## config.mk

```make
export PLATFORM = sky130hd
export DESIGN_NAME = bdd_node_sram_flat
export DESIGN_NICKNAME = d
export VERILOG_FILES = /design/src/rtl/bdd_pkg.sv /design/src/rtl/bdd_node_sram_if.sv /design/src/rtl/bdd_valid_tracker.sv /design/src/rtl/bdd_node_sram.sv /design/src/flat_wrapper.sv
export SDC_FILE = /design/constraint.sdc
export NUM_CORES = 1
export LEC_CHECK = 0
export CAP_MARGIN = 0
export CELL_PAD_IN_SITES_DETAIL_PLACEMENT = 1
export CELL_PAD_IN_SITES_GLOBAL_PLACEMENT = 2
export CORE_ASPECT_RATIO = 1.75
export CORE_MARGIN = 8
export CORE_UTILIZATION = 29
export CTS_CLUSTER_SIZE = 14
export DETAILED_ROUTE_END_ITERATION = 16
export PLACE_DENSITY = 0.53
export SYNTH_ARGS = -nofsm -noshare
export SYNTH_HDL_FRONTEND = slang
export SYNTH_SLANG_ARGS = --single-unit
```

## constraint.sdc

```tcl
create_clock -name i_clk -period 2.87 [get_ports i_clk]
set_clock_uncertainty 0.2 [all_clocks]
set_input_delay 0.287 -clock i_clk [delete_from_list [all_inputs] [get_ports i_clk]]
set_output_delay 0.287 -clock i_clk [all_outputs]
set_load 0.005 [all_outputs]
```

## src/rtl/bdd_pkg.sv

```systemverilog
// Shared BDD accelerator definitions: node-word layout and default table geometry.
package bdd_pkg;

  localparam int unsigned VAR_W      = 8;
  localparam int unsigned PTR_W      = 12;
  localparam int unsigned NODE_W     = VAR_W + 2 * PTR_W;
  localparam int unsigned DEF_ADDR_W = 5;
  localparam int unsigned DEF_DEPTH  = 32;

  typedef struct packed {
    logic [VAR_W-1:0] var_idx;
    logic [PTR_W-1:0] lo;
    logic [PTR_W-1:0] hi;
  } bdd_node_t;

  function automatic bdd_node_t make_node(input logic [VAR_W-1:0] var_idx,
                                          input logic [PTR_W-1:0] lo,
                                          input logic [PTR_W-1:0] hi);
    bdd_node_t n;
    n.var_idx = var_idx;
    n.lo      = lo;
    n.hi      = hi;
    return n;
  endfunction

endpackage

```

## src/rtl/bdd_node_sram_if.sv

```systemverilog
// Write/read/invalidate bus of the BDD node table; master drives requests, slave returns status.
interface bdd_node_sram_if #(
  parameter int unsigned ADDR_WIDTH = 5,
  parameter int unsigned DATA_WIDTH = 32,
  parameter int unsigned CNT_W      = 6
);
  logic                  i_wr_en;
  logic [ADDR_WIDTH-1:0] i_wr_addr;
  logic [DATA_WIDTH-1:0] i_wr_data;
  logic                  i_rd_en;
  logic [ADDR_WIDTH-1:0] i_rd_addr;
  logic                  i_inv;
  logic [DATA_WIDTH-1:0] o_rd_data;
  logic                  o_rd_valid;
  logic                  o_rd_hit;
  logic [CNT_W-1:0]      o_count;
  logic                  o_full;

  modport master (
    output i_wr_en, i_wr_addr, i_wr_data, i_rd_en, i_rd_addr, i_inv,
    input  o_rd_data, o_rd_valid, o_rd_hit, o_count, o_full
  );

  modport slave (
    input  i_wr_en, i_wr_addr, i_wr_data, i_rd_en, i_rd_addr, i_inv,
    output o_rd_data, o_rd_valid, o_rd_hit, o_count, o_full
  );
endinterface

```

## src/rtl/bdd_valid_tracker.sv

```systemverilog
// Per-entry valid bits and occupancy count; invalidate clears before a same-cycle set.
module bdd_valid_tracker #(
  parameter int unsigned ADDR_WIDTH = 5,
  parameter int unsigned DEPTH      = 32,
  parameter int unsigned CNT_W      = $clog2(DEPTH + 1)
) (
  input  logic                  i_clk,
  input  logic                  i_rst,
  input  logic                  i_set,
  input  logic [ADDR_WIDTH-1:0] i_set_addr,
  input  logic                  i_inv,
  input  logic [ADDR_WIDTH-1:0] i_rd_addr,
  output logic                  o_hit_c,
  output logic [CNT_W-1:0]      o_count
);

  localparam int unsigned IDX_W = (DEPTH > 1) ? $clog2(DEPTH) : 1;

  logic [DEPTH-1:0] valid_d, valid_q;
  logic [CNT_W-1:0] count_d, count_q;

  // Count only moves on invalid-to-valid transitions, so it cannot exceed DEPTH.
  always_comb begin
    valid_d = i_inv ? '0 : valid_q;
    count_d = i_inv ? '0 : count_q;
    if (i_set) begin
      valid_d[IDX_W'(i_set_addr)] = 1'b1;
      if (i_inv || !valid_q[IDX_W'(i_set_addr)]) begin
        count_d = count_d + CNT_W'(1);
      end
    end
  end

  always_ff @(posedge i_clk or posedge i_rst) begin
    if (i_rst) begin
      valid_q <= '0;
      count_q <= '0;
    end else begin
      valid_q <= valid_d;
      count_q <= count_d;
    end
  end

  assign o_hit_c = (32'(i_rd_addr) < DEPTH) && valid_q[IDX_W'(i_rd_addr)];
  assign o_count = count_q;

endmodule

```

## src/rtl/bdd_node_sram.sv

```systemverilog
// Dual-port BDD node table: synchronous write, registered read with hit flag, bulk invalidate.
module bdd_node_sram
  import bdd_pkg::*;
#(
  parameter int unsigned ADDR_WIDTH = DEF_ADDR_W,
  parameter int unsigned DATA_WIDTH = NODE_W,
  parameter int unsigned DEPTH      = DEF_DEPTH,
  parameter int unsigned BYPASS     = 1
) (
  input  logic            i_clk,
  input  logic            i_rst,
  bdd_node_sram_if.slave  bus
);

  localparam int unsigned CNT_W = $clog2(DEPTH + 1);
  localparam int unsigned IDX_W = (DEPTH > 1) ? $clog2(DEPTH) : 1;

  if (DEPTH > 2 ** ADDR_WIDTH) begin : g_depth_check
    $error("bdd_node_sram: DEPTH exceeds address space");
  end

  logic [DATA_WIDTH-1:0] mem_q [DEPTH];
  logic                  wr_ok_c, rd_ok_c, same_c, trk_hit_c;
  logic [CNT_W-1:0]      count_c;
  logic [DATA_WIDTH-1:0] rd_data_d, rd_data_q;
  logic                  rd_hit_d, rd_hit_q;
  logic                  rd_valid_d, rd_valid_q;

  assign wr_ok_c = bus.i_wr_en && (32'(bus.i_wr_addr) < DEPTH);
  assign rd_ok_c = 32'(bus.i_rd_addr) < DEPTH;
  assign same_c  = wr_ok_c && (bus.i_wr_addr == bus.i_rd_addr);

  bdd_valid_tracker #(
    .ADDR_WIDTH (ADDR_WIDTH),
    .DEPTH      (DEPTH),
    .CNT_W      (CNT_W)
  ) u_valid (
    .i_clk      (i_clk),
    .i_rst      (i_rst),
    .i_set      (wr_ok_c),
    .i_set_addr (bus.i_wr_addr),
    .i_inv      (bus.i_inv),
    .i_rd_addr  (bus.i_rd_addr),
    .o_hit_c    (trk_hit_c),
    .o_count    (count_c)
  );

  // Data array carries no reset so it can map onto block RAM.
  always_ff @(posedge i_clk) begin
    if (wr_ok_c) begin
      mem_q[IDX_W'(bus.i_wr_addr)] <= bus.i_wr_data;
    end
  end

  // Hit uses pre-invalidate valid bits; forwarding overrides when enabled.
  always_comb begin
    rd_data_d  = rd_data_q;
    rd_hit_d   = rd_hit_q;
    rd_valid_d = bus.i_rd_en;
    if (bus.i_rd_en) begin
      if (!rd_ok_c) begin
        rd_data_d = '0;
        rd_hit_d  = 1'b0;
      end else if ((BYPASS != 0) && same_c) begin
        rd_data_d = bus.i_wr_data;
        rd_hit_d  = 1'b1;
      end else begin
        rd_data_d = mem_q[IDX_W'(bus.i_rd_addr)];
        rd_hit_d  = trk_hit_c;
      end
    end
  end

  always_ff @(posedge i_clk or posedge i_rst) begin
    if (i_rst) begin
      rd_data_q  <= '0;
      rd_hit_q   <= 1'b0;
      rd_valid_q <= 1'b0;
    end else begin
      rd_data_q  <= rd_data_d;
      rd_hit_q   <= rd_hit_d;
      rd_valid_q <= rd_valid_d;
    end
  end

  assign bus.o_rd_data  = rd_data_q;
  assign bus.o_rd_hit   = rd_hit_q;
  assign bus.o_rd_valid = rd_valid_q;
  assign bus.o_count    = count_c;
  assign bus.o_full     = (count_c == CNT_W'(DEPTH));

endmodule
```

## src/flat_wrapper.sv

```systemverilog
// flat-port wrapper written by rule: the top's interface ports become plain ports
module bdd_node_sram_flat import bdd_pkg::*;
#(
  parameter int unsigned ADDR_WIDTH = DEF_ADDR_W,
  parameter int unsigned DATA_WIDTH = NODE_W,
  parameter int unsigned DEPTH      = DEF_DEPTH,
  parameter int unsigned BYPASS     = 1
)
  (i_clk, i_rst, bus_i_wr_en, bus_i_wr_addr, bus_i_wr_data, bus_i_rd_en, bus_i_rd_addr, bus_i_inv, bus_o_rd_data, bus_o_rd_valid, bus_o_rd_hit, bus_o_count, bus_o_full);
  bdd_node_sram_if #(.ADDR_WIDTH(ADDR_WIDTH), .DATA_WIDTH(DATA_WIDTH)) bus_i ();
  input  logic i_clk;
  input  logic i_rst;
  input wire logic [$bits(bus_i.i_wr_en)-1:0] bus_i_wr_en;
  input wire logic [$bits(bus_i.i_wr_addr)-1:0] bus_i_wr_addr;
  input wire logic [$bits(bus_i.i_wr_data)-1:0] bus_i_wr_data;
  input wire logic [$bits(bus_i.i_rd_en)-1:0] bus_i_rd_en;
  input wire logic [$bits(bus_i.i_rd_addr)-1:0] bus_i_rd_addr;
  input wire logic [$bits(bus_i.i_inv)-1:0] bus_i_inv;
  output wire logic [$bits(bus_i.o_rd_data)-1:0] bus_o_rd_data;
  output wire logic [$bits(bus_i.o_rd_valid)-1:0] bus_o_rd_valid;
  output wire logic [$bits(bus_i.o_rd_hit)-1:0] bus_o_rd_hit;
  output wire logic [$bits(bus_i.o_count)-1:0] bus_o_count;
  output wire logic [$bits(bus_i.o_full)-1:0] bus_o_full;
  assign bus_i.i_wr_en = bus_i_wr_en;
  assign bus_i.i_wr_addr = bus_i_wr_addr;
  assign bus_i.i_wr_data = bus_i_wr_data;
  assign bus_i.i_rd_en = bus_i_rd_en;
  assign bus_i.i_rd_addr = bus_i_rd_addr;
  assign bus_i.i_inv = bus_i_inv;
  assign bus_o_rd_data = bus_i.o_rd_data;
  assign bus_o_rd_valid = bus_i.o_rd_valid;
  assign bus_o_rd_hit = bus_i.o_rd_hit;
  assign bus_o_count = bus_i.o_count;
  assign bus_o_full = bus_i.o_full;
  bdd_node_sram #(.ADDR_WIDTH(ADDR_WIDTH), .DATA_WIDTH(DATA_WIDTH), .DEPTH(DEPTH), .BYPASS(BYPASS)) u_core (.i_clk(i_clk), .i_rst(i_rst), .bus(bus_i));
endmodule
```

* Yosys cells after proc, flatten, opt, wreduce, memory -nomap -nowiden
Memories as Yosys holds them, arrays and structs flattened. A register that Yosys moved wholly into a read port is not among the register bits.
Index checks and enable logic that the tools add are counted.
** Word-level totals
- Flip-flop bits (word level) :: 40
- RAM bits :: 1024
- Bits of input ports :: 47
- Word-level logic and storage cells :: 30
- Memories :: 1
** Operators by class
- Add/sub/neg operators :: 1
- Order comparisons :: 3
- Eq/ne operators :: 2
- Mux-type cells :: 14
- Bitwise logic cells :: 1
- Reduce and logical (&&, ||, !) cells :: 4
** Memories
- u_core.mem_q :: words 32, bits a word 32, read ports 1, clocked after Yosys merged registers in 1, write ports 1, line bdd_node_sram.sv:22 : logic [DATA_WIDTH-1:0] mem_q [DEPTH];
** Operators with widths (number)
- 32-bit two-way mux :: 2
- 32-bit bitwise OR :: 1
- 6-bit two-way mux :: 3
- 5-bit by 6-bit < comparator with 1-bit output (second input constant) :: 2
- 1-bit binary-select mux with 5-bit select :: 2
- 6-bit by 1-bit adder with 6-bit output (second input constant) :: 1
- 6-bit equality test (second input constant) :: 1
- 1-bit two-way mux :: 6
- 1-bit demux with 5-bit select :: 1
- 5-bit equality test :: 1
- 5-bit by 1-bit >= comparator with 1-bit output (second input constant) :: 1
- 1-bit logical AND :: 2
- 1-bit logical NOT :: 1
- 1-bit logical OR :: 1

* Longest topological paths before layout
Gate-level depths: netlist of the first run.
- Depth in word-level cells :: 6
- Gate-level depth with buffers :: 11
- Depth with buffers taken out :: 6

* By module
Synthesis of the first run repeated with hierarchy kept, for this count alone.
** Second synthesis, totals
- Cells, all modules :: 1979
- Area total of the unflattened synthesis :: 42635.9 µm²
** Modules (own cells, without submodules)
- bdd_node_sram :: instances 1, cells each 1782, area an instance 40518.9 µm², seq. area each 31600.3 µm²
- bdd_valid_tracker :: instances 1, cells each 197, area an instance 2117.0 µm², seq. area each 950.9 µm²

* Worst setup path after synthesis of the first run
OpenSTA, ideal clock, no wires.
- Kind :: input-to-reg
- Start point :: input port bus_i_wr_addr[1]
- End point :: memory u_core.mem_q[10][0] (enable)
- Arrival time :: 2534 ps
- Data required time :: 2249 ps
- Path slack :: -285 ps
- Stages :: 5
- Path through :: buf_4 buf_2 nand3_1 clkbuf_1 nor2_1
** RTL lines
- start, declared :: line flat_wrapper.sv:14 : input wire logic [$bits(bus_i.i_wr_addr)-1:0] bus_i_wr_addr;
- end, declared :: line bdd_node_sram.sv:22
No word-level cell before the write port.

* Final worst setup path of the first run
- Start point :: register u_core.u_valid.count_q[1], in the netlist u_core.u_valid.o_count[1]
- End point :: output port bus_o_full
** On the way
- Word-level cells in the longest chain between the ends :: 1
** RTL lines
- start, declared :: line bdd_valid_tracker.sv:20 : logic [CNT_W-1:0] count_d, count_q;
- start signal, assigned :: line bdd_valid_tracker.sv:40 : count_q <= count_d;
- 6-bit equality test :: line bdd_node_sram.sv:90 : assign bus.o_full = (count_c == CNT_W'(DEPTH));
- end, declared :: line flat_wrapper.sv:23 : output wire logic [$bits(bus_i.o_full)-1:0] bus_o_full;
Every way passes these cells.

==> summary.txt, run 1 <==
GLOBAL ROUTE
---------------------------------------------------------------------------------------
Vias in the first global route ...........................................        24.7k
Pin count of the biggest net entering global routing .....................           34
Global route overflow ....................................................            0
Initial antenna violation count ..........................................            4
GRT Total Usage ..........................................................        16.6%
Wire length of the first global-routing pass .............................    188000 µm

POWER AND IR DROP
---------------------------------------------------------------------------------------
Static Leak ..............................................................    0.0167 µW
Overall power of the completed layout ....................................     34300 µW
P per Cell Area ..........................................................   666 mW/mm²
Maximum resistive drop on vdd ............................................   0.000471 V

CRITICAL PATH
---------------------------------------------------------------------------------------
Critical path arrival ....................................................      2.14 ns
CP max-delay cell ........................................................ sky130_fd_sc_hd__or4b_2
Crit path buffers/inverters ..............................................            1
Critical path fanouts, max ...............................................            4
Launching element type of the critical path ..............................     register
Crit Path Class .......................................................... register to output pin
Data required, critical path .............................................      2.38 ns
Family of cells with the greatest summed delay on the critical path ...... simple AND/OR/NAND/NOR gates
Ordered cell list for the critical path .................................. or4b_2 -> nor3_1 -> dlygate4sd2_1
Peak per-stage delay on the critical path ................................      0.67 ns
Critical path endpoint category ..........................................   output pin

ROUTING
---------------------------------------------------------------------------------------
Overall routed net length ................................................    134000 µm
Vias/cell ................................................................         5.10
Total vias in the final route ............................................        22.1k
Number of violations reported at the end of detailed-routing iteration 0 .         1613
Wire length per cell .....................................................      31.0 µm
DR DRC count .............................................................            0
Remaining number of nets flagged by the antenna check after routing ......            0
Detailed-routing iteration count for the pre-antenna-repair pass .........            5

FINAL LAYOUT
---------------------------------------------------------------------------------------
Utilization after layout .................................................        35.2%
Final Net Count ..........................................................         2403
P&R area growth vs syn ...................................................        21.0%
Most common cell after layout, fill and taps aside ....................... sky130_fd_sc_hd__edfxtp_1
Non-Filler Cell Area, Final ..............................................   0.0515 mm²
Ratio of cells with drive above 1 in the final layout ....................        27.9%
Commonest cells after routing, fill and taps aside ....................... sky130_fd_sc_hd__edfxtp_1, sky130_fd_sc_hd__mux4_2, sky130_fd_sc_hd__buf_4, sky130_fd_sc_hd__clkbuf_16, sky130_fd_sc_hd__clkdlybuf4s50_1

PLACE
---------------------------------------------------------------------------------------
Pre-CTS setup slack ......................................................   -0.0814 ns
Cell area after placement ................................................   0.0480 mm²
Placer Congestion ........................................................        0.773
Sum of net half-perimeters after detailed placement ......................     82100 µm
I/O Buffers ..............................................................           87

LOGIC SYNTHESIS
---------------------------------------------------------------------------------------
Syn nets .................................................................         2111
Sequential area share after synthesis ....................................        76.4%
FF+latch count, synth ....................................................         1096
Average cell area after synthesis ........................................     20.7 µm²
Synthesized area .........................................................   0.0426 mm²
Post-Synthesis Cells .....................................................         2063
Async set or reset register ratio after synthesis ........................        6.57%
Warning count from the yosys run .........................................            0
EDFF count, synth ........................................................         1024
Primary FF master, synth ................................................. sky130_fd_sc_hd__edfxtp_1
Post-synthesis cell type count ...........................................           52

CLOCK NETWORK
---------------------------------------------------------------------------------------
Clock buffers created by TritonCTS .......................................          104
Clock root buffer master ................................................. sky130_fd_sc_hd__clkbuf_16
Clock-pin slew of the registers on the worst-case setup and hold paths ...      0.07 ns
Clock Sink Count .........................................................         1096
CTS max path bufs ........................................................            3
CTS tree .................................................................        built
Number of H-tree levels ..................................................            3
Post CTS Setup Buffer Count ..............................................            0
Worst-skew pair later-pin latency ........................................      0.71 ns

TIMING
---------------------------------------------------------------------------------------
Tightest slew margin relative to the limit ...............................        28.3%
Setup slack after layout .................................................     0.245 ns
Timing-limited maximum frequency .........................................      381 MHz
Actual slew at the worst max-slew pin ....................................      1.07 ns
Min Tclk post-route ......................................................      2.63 ns
Hold Fails Final Rpt .....................................................            0
Count of endpoints failing setup in the final report .....................            0
Final slew viol count ....................................................            0
Summed negative setup slack over all endpoints ...........................         0 ns
Setup repair after global routing missed its margin ......................        false
Final critical-path share of the clock period ............................        91.5%

FLOORPLAN
---------------------------------------------------------------------------------------
Core Region ..............................................................    0.146 mm²
Area of the die ..........................................................    0.160 mm²
Initial core utilization .................................................        29.1%
Number of placement rows .................................................          186
Ports ....................................................................           88
Die extent in y ..........................................................       523 µm
Floorplan die width ......................................................       306 µm

JOB
---------------------------------------------------------------------------------------
Total of max-cap violations ..............................................            0

HOLD PATH
---------------------------------------------------------------------------------------
Worst hold-check path type ............................................... primary input to register

OUTCOME
---------------------------------------------------------------------------------------
Result of the run ........................................................ finished clean

final cells by class:
type	instances	area [µm²]
Timing Repair Buffer	314	3450
Clock buffer	147	2950
Clock inverter	51	567
Tap cell	1880	2350
Inverter	38	145
Multi-Input combinational cell	801	9520
Fill cell	14200	94800
Sequential cell	1096	32600
Antenna cell	3	7.51
timing repair:
item / 4_1_cts / 5_1_grt
resized for setup: 2 / 0
endpoints found under the hold margin: 28 / 0
endpoints found under the setup margin: 1 / 0
hold buffers: 2 / 0
per-stage QoR:
stage / hold slack [ns] / instances
2_1_floorplan: 0.118 / 2063
3_3_place_gp: 0.295 / 4127
3_5_place_dp: 0.291 / 4127
4_1_cts: 0.00304 / 4327
5_1_grt: 0.0452 / 4328
6_report: 0.0637 / 4330
layer usage:
metal	global-route usage, %	vias to the layer above	share of wire [%]
met3	2.38	186	3.8
met2	30.8	527	54
li1	-	9198	-
met4	5.33	2	2.9
met5	0	-	0.013
met1	19.5	12100	39
cell families (layout without fill, tap and decap cells):
logic type | after synthesis | count (layout) | share of synthesized area [%]
simple gates | 238 | 238 | 2.82
mux | 327 | 327 | 14.8
flops | 1096 | 1096 | 76.4
compound gates | 230 | 230 | 3.96
buf+inv | 166 | 550 | 1.87
fa+ha+maj | 1 | 1 | 0.0294
other cells | 0 | 3 | 0
xor+xnor | 5 | 5 | 0.103
Yosys cell counts, types with 3 or more instances:
cell                        instances  area, µm²
sky130_fd_sc_hd__nor2_1            49        184
sky130_fd_sc_hd__nand3_1           39        195
sky130_fd_sc_hd__nor2b_1           29        181
sky130_fd_sc_hd__and3_1            26        163
sky130_fd_sc_hd__clkbuf_1          49        184
sky130_fd_sc_hd__a211oi_1          32        240
sky130_fd_sc_hd__a22oi_1           25        188
sky130_fd_sc_hd__buf_6              5       56.3
sky130_fd_sc_hd__dfrtp_1           72       1800
sky130_fd_sc_hd__o22a_1             3       26.3
sky130_fd_sc_hd__a211o_1           25        219
sky130_fd_sc_hd__o21ai_0           33        165
sky130_fd_sc_hd__a221oi_1           3       26.3
sky130_fd_sc_hd__xor2_1             4       35.0
sky130_fd_sc_hd__inv_1             37        139
sky130_fd_sc_hd__o221ai_1          25        219
sky130_fd_sc_hd__buf_4             20        150
sky130_fd_sc_hd__edfxtp_1        1024      30700
sky130_fd_sc_hd__nand2b_1           4       25.0
sky130_fd_sc_hd__or3_1              4       25.0
sky130_fd_sc_hd__a21oi_1            6       30.0
sky130_fd_sc_hd__mux2_2             4       45.0
sky130_fd_sc_hd__mux4_2           243       5470
sky130_fd_sc_hd__mux2i_1           79        791
sky130_fd_sc_hd__nor3_1             6       30.0
sky130_fd_sc_hd__o22ai_1           45        282
sky130_fd_sc_hd__a2111oi_0         26        228
sky130_fd_sc_hd__nand2_1           60        225
sky130_fd_sc_hd__buf_2             50        250
sky130_fd_sc_hd__nand3b_1           6       45.0
sky130_fd_sc_hd__buf_1              4       15.0
registers in the layout, indices dropped and copies added (netlist names):
register / cells
u_core.u_valid.o_count: 6
u_core.u_valid.valid_q: 32
u_core.bus.o_rd_valid: 1
u_core.mem_q: 1024
u_core.bus.o_rd_hit: 1
u_core.bus.o_rd_data: 32
power by group:
group          internal, µW  switching (µW)  total (µW)
clock network          8100            6180       14300
logic                   934            1220        2150
registers             17700             155       17900
path summary, 6_finish.rpt:
check / start / endpoint / slack, ns / depth (start not counted)
max: u_core.u_valid.o_count[1] / bus_o_full / 0.24 / 3
min: bus_i_wr_data[5] / u_core.mem_q[13][5] / 0.06 / 1
max reg2reg: u_core.u_valid.valid_q[8] / u_core.u_valid.o_count[4] / 0.65 / 7
min reg2reg: u_core.bus.o_rd_data[22] / u_core.bus.o_rd_data[22] / 0.31 / 1
max in group asynchronous: i_rst / u_core.u_valid.valid_q[17] / 1.34 / 4
min in group asynchronous: i_rst / u_core.bus.o_rd_data[26] / 0.41 / 3
Note: power is estimated with default switching activity, not from simulation.
==> run 2, diff against run 1 <==
--- a/config.mk
+++ b/config.mk
@@ -13,7 +13,9 @@
 export CORE_UTILIZATION = 29
 export CTS_CLUSTER_SIZE = 14
 export DETAILED_ROUTE_END_ITERATION = 16
+export GPL_TIMING_DRIVEN = 1
 export PLACE_DENSITY = 0.53
+export SLEW_MARGIN = 20
 export SYNTH_ARGS = -nofsm -noshare
 export SYNTH_HDL_FRONTEND = slang
 export SYNTH_SLANG_ARGS = --single-unit
==> results of run 2 <==
Final layout, timing and power as in run 1 (identical DEF).
